$ cat config.mk
export PLATFORM = sky130hd
export DESIGN_NAME = timer_counter
export DESIGN_NICKNAME = d
export VERILOG_FILES = /design/src/rtl/timer_counter_pkg.sv /design/src/rtl/timer_counter.sv
export SDC_FILE = /design/constraint.sdc
export NUM_CORES = 1
export LEC_CHECK = 0
export CAP_MARGIN = 25
export CORE_MARGIN = 1
export CORE_UTILIZATION = 55
export CTS_BUF_LIST = sky130_fd_sc_hd__clkbuf_16
export CTS_CLUSTER_SIZE = 16
export DETAILED_ROUTE_END_ITERATION = 16
export PLACE_DENSITY = 0.84
export RECOVER_POWER = 100
export SLEW_MARGIN = 20
export SYNTH_ARGS = -nofsm -noshare
export SYNTH_HDL_FRONTEND = slang
export SYNTH_SLANG_ARGS = --single-unit
$ cat constraint.sdc
create_clock -name clk -period 5.05 [get_ports clk]
set_clock_uncertainty 0.2 [all_clocks]
set_input_delay 1.01 -clock clk [delete_from_list [all_inputs] [get_ports clk]]
set_output_delay 1.01 -clock clk [all_outputs]
set_load 0.02 [all_outputs]
$ cat src/rtl/timer_counter_pkg.sv
// rtl/timer_counter_pkg.sv - shared register map, CTRL fields and FSM states for timer_counter
package timer_counter_pkg;

  localparam logic [31:0] TIMER_BASE = 32'h0000_7f00;

  localparam logic [1:0] REG_CTRL   = 2'd0;
  localparam logic [1:0] REG_PRESET = 2'd1;
  localparam logic [1:0] REG_COUNT  = 2'd2;

  localparam int CTRL_EN       = 0;
  localparam int CTRL_MODE_LSB = 1;
  localparam int CTRL_MODE_MSB = 2;
  localparam int CTRL_IM       = 3;

  localparam logic [1:0] MODE_ONESHOT = 2'b00;
  localparam logic [1:0] MODE_RELOAD  = 2'b01;

  typedef enum logic [1:0] {
    ST_IDLE = 2'd0,
    ST_LOAD = 2'd1,
    ST_CNT  = 2'd2,
    ST_INT  = 2'd3
  } tc_state_e;

endpackage

$ cat src/rtl/timer_counter.sv
// rtl/timer_counter.sv - memory-mapped down-counter with one-shot and auto-reload interrupt modes
module timer_counter
  import timer_counter_pkg::*;
#(
  parameter int CNT_W = 32
) (
  input  logic             clk,
  input  logic             reset,
  input  logic             we,
  input  logic [1:0]       addr,
  input  logic [31:0]      wdata,
  output logic [31:0]      rdata,
  output logic             irq
);

  localparam logic [CNT_W-1:0] CNT_ONE = 1;

  tc_state_e        state, state_n;
  logic [3:0]       ctrl;
  logic [CNT_W-1:0] preset;
  logic [CNT_W-1:0] count, count_n;
  logic             irq_pend;
  logic             pend_set, pend_clr, en_clr;
  logic             ctrl_wr, preset_wr;
  logic             reload;

  assign ctrl_wr   = we && (addr == REG_CTRL);
  assign preset_wr = we && (addr == REG_PRESET);
  assign reload    = (ctrl[CTRL_MODE_MSB:CTRL_MODE_LSB] == MODE_RELOAD);

  always_ff @(posedge clk or negedge reset) begin
    if (!reset) begin
      state <= ST_IDLE;
    end else begin
      state <= state_n;
    end
  end

  always_comb begin
    state_n  = state;
    count_n  = count;
    pend_set = 1'b0;
    pend_clr = 1'b0;
    en_clr   = 1'b0;
    case (state)
      ST_IDLE: begin
        if (ctrl[CTRL_EN]) state_n = ST_LOAD;
      end
      ST_LOAD: begin
        count_n = preset;
        state_n = ST_CNT;
      end
      ST_CNT: begin
        if (!ctrl[CTRL_EN]) begin
          state_n = ST_IDLE;
        end else if (count > CNT_ONE) begin
          count_n = count - CNT_ONE;
        end else begin
          count_n  = '0;
          pend_set = 1'b1;
          state_n  = ST_INT;
        end
      end
      ST_INT: begin
        if (reload) begin
          pend_clr = 1'b1;
          state_n  = ST_LOAD;
        end else begin
          en_clr  = 1'b1;
          state_n = ST_IDLE;
        end
      end
      default: state_n = ST_IDLE;
    endcase
    // A PRESET write parks the FSM in IDLE and overrides whatever it was about to do.
    if (preset_wr) begin
      state_n  = ST_IDLE;
      count_n  = count;
      pend_set = 1'b0;
      pend_clr = 1'b0;
      en_clr   = 1'b0;
    end
  end

  always_ff @(posedge clk or negedge reset) begin
    if (!reset) begin
      ctrl     <= '0;
      preset   <= '0;
      count    <= '0;
      irq_pend <= 1'b0;
    end else begin
      count <= count_n;
      if (preset_wr) preset <= wdata[CNT_W-1:0];
      if (ctrl_wr) begin
        ctrl <= wdata[3:0];
      end else if (en_clr) begin
        ctrl[CTRL_EN] <= 1'b0;
      end
      // The FSM set takes priority over a CPU clear so an expiry is never dropped.
      if (pend_set) begin
        irq_pend <= 1'b1;
      end else if (ctrl_wr || pend_clr) begin
        irq_pend <= 1'b0;
      end
    end
  end

  assign irq = irq_pend & ctrl[CTRL_IM];

  always_comb begin
    rdata = '0;
    case (addr)
      REG_CTRL:   rdata = {28'd0, ctrl};
      REG_PRESET: rdata = 32'(preset);
      REG_COUNT:  rdata = 32'(count);
      default:    rdata = '0;
    endcase
  end

endmodule

==> qor.csv <==
metric,value,unit
syn avg cell area,9.575,um^2
vias per inst,6.517,
HPWL after DPL,6.814,mm
number of synthesized flops with an enable pin,0,
drt wl/cell,18.01,um
buffer and inverter count on the worst path,4,
Starting Density,57.91,%
critical path class,primary input to output pin,
RSZ-0062 raised after global routing,false,
worst hold path cell count,1,
Clock Path Buffers,2,
count of warnings emitted by yosys,0,
post-route minimum period,4561,ps
Total GRT Usage,29.80,%
element type at the critical path start,primary input,
DRT Wirelength,10.45,mm
NumNets Final,521,
die footprint,7657,um^2
MaxCap Viol Count,1,
Pleak,2.093,nW
Worst-path clk slew,50,ps
area delta synth->final,24.80,%
post-route ant nets,0,
row count,30,
Worst VDD drop,385.5,uV
CP Depth,6,
post-CTS resize count,0,
CP max stage delay,680,ps
worst hold path type,flop to flop,
worst rel slew slack,-11.52,%
crit end category,output pin,
routability cong.,0.8651,
starting DRC count in detailed routing,375,
diode count,0,
clk_lat worst skew,340,ps
DRC,0,
total global routing overflow,0,
final setup violation count,0,
"delay-heaviest family, CP",buffers and inverters,
clk sinks,71,
Synth cell types,48,
Commonest cells post-synth,"dfrtp_1, nand2_1, o21ai_0",
"Top cell by count, worst path",dlygate4sd3_1,
pwr/cell area,527.0,nW/um^2
CTS buffer count,9,
die height,87.51,um
CTS tree,built,
Final Total Pwr,2.645,mW
mapped cell area,4021,um^2
Main synth FF type,dfrtp_1,
htree depth,3,
cts hold-fix bufs,0,
share of cells above drive strength 1,12.40,%
cell-by-cell trace of the critical path,"dlygate4sd3_1, clkbuf_1, nor2b_1, buf_4, a22o_1, dlygate4sd3_1",
first-pass GRT wire length,17.55,mm
port buffer count,69,
CTS root buf,clkbuf_16,
Setup TNS,0,ps
post-synth top area share,44.18,%
Slew @ Worst Pin,1673,ps
Slowest cell on crit path,dlygate4sd3_1,
vias in the first global route,3644,
"Hold Vio Cnt, Final",0,
Yosys top cell by area,dfrtp_1,
Post-Synthesis Cells,420,
max-slew violations,32,
Post-synth ARST share,100.0,%
top post-synthesis cells by area,"dfrtp_1, mux2_2, a22o_1, o21ai_0, nand2_1",
"count leader, synth",dfrtp_1,
syn nets,462,
overall die width,87.51,um
Core Region,6944,um^2
"reg-to-reg slack, setup",1530,ps
routed vias,3780,
synthesized flop and latch total,71,
post-CTS setup buffers,0,
initial antenna violation count,0,
# IOs,70,
WP data arrival,3350,ps
Tcrit/Tclk final,90.31,%
worst-path maximum fanout,29,
register area share after synthesis,44.18,%
largest net degree at the start of global routing,42,
1st-pass router iterations,6,
"Req. time, crit path",3840,ps
Reg2Reg Depth,7,
status,"finished, violations left",
failing checks,"capacitance limit, slew limit",
maximum clock rate,219.3,MHz
Final Core Density,72.27,%
==> worst reg2reg max path: cells and delay by family (launching register included) <==
family                 cells  cell delay, ps
AO/OA/AOI/OAI              2             600
AND/OR/NAND/NOR            4            1710
flip-flops                 1             470
buffers and inverters      1             410
==> placed cells by master (no fill, tap or decap), drive strengths merged, types with 6 or more instances in the layout <==
cell,synthesis,layout
a21oi,23,23
a22o,30,30
a31oi,6,6
buf,9,7
clkbuf,22,13
clkdlybuf4s50,0,36
dfrtp,71,71
dlygate4sd3,0,32
inv,6,8
mux2,35,35
nand2,42,42
nand3,13,13
nor2,21,21
nor3,14,14
nor4,14,14
o21ai,43,43
or4,8,8
==> report_power, final <==
part | switching [mW] | internal [mW] | total, mW
sequential | 0.256 | 0.761 | 1.02
clock | 0.230 | 0.324 | 0.554
combinational | 0.620 | 0.453 | 1.07
total | 1.11 | 1.54 | 2.64
==> state kept, by name (all words and copies together), names as in the netlist <==
signal    count
count        32
irq_pend      1
state         2
preset       32
ctrl          4
==> kinds of logic (layout without fill, tap and decap cells) <==
group,count (synthesis),after routing,share of synthesized area (%)
flip-flops,71,71,44.18
XOR/XNOR,1,1,0.2178
AO/OA/AOI/OAI,129,129,22.00
buffers and inverters,37,101,3.858
multiplexers,40,40,11.05
adder cells (fa/ha/maj),5,5,1.556
AND/OR/NAND/NOR,137,137,17.14
==> path summary, 6_finish.rpt <==
path	start	endpoint
setup reg to reg	count[12]	count[3]
hold reg to reg	preset[5]	preset[5]
hold / removal	preset[5]	preset[5]
max in group asynchronous	reset	preset[1]
min in group asynchronous	reset	preset[19]
setup / recovery	addr[1]	rdata[31]
==> stage by stage <==
step / hold WS [ps] / setup slack [ps] / cell area (um^2) / cells
2_1_floorplan: 271.0 / 1531 / 4021 / 420
3_3_place_gp: 302.8 / 721.4 / 4775 / 564
3_5_place_dp: 316.7 / 660.2 / 4775 / 564
4_1_cts: 335.4 / 649.8 / 5032 / 580
5_1_grt: 360.5 / 339.4 / 5019 / 580
6_report: 333.8 / 489.4 / 5019 / 580
==> final cells by class <==
class,count,area [um^2]
Multi-Input combinational cell,312,2092
Fill cell,506,1926
Sequential cell,71,1777
Timing Repair Buffer,79,749.5
Clock buffer,9,225.2
Tap cell,96,120.1
Clock inverter,7,32.53
Inverter,6,22.52
==> per-layer routing <==
metal	global-route usage, %	vias up	wire length, um
met5	0	-	0
met4	10.88	0	230
met3	5.782	24	754
met2	49.50	207	5153
met1	38.98	1842	4308
li1	-	1707	-
(Power assumes the default switching activity.)
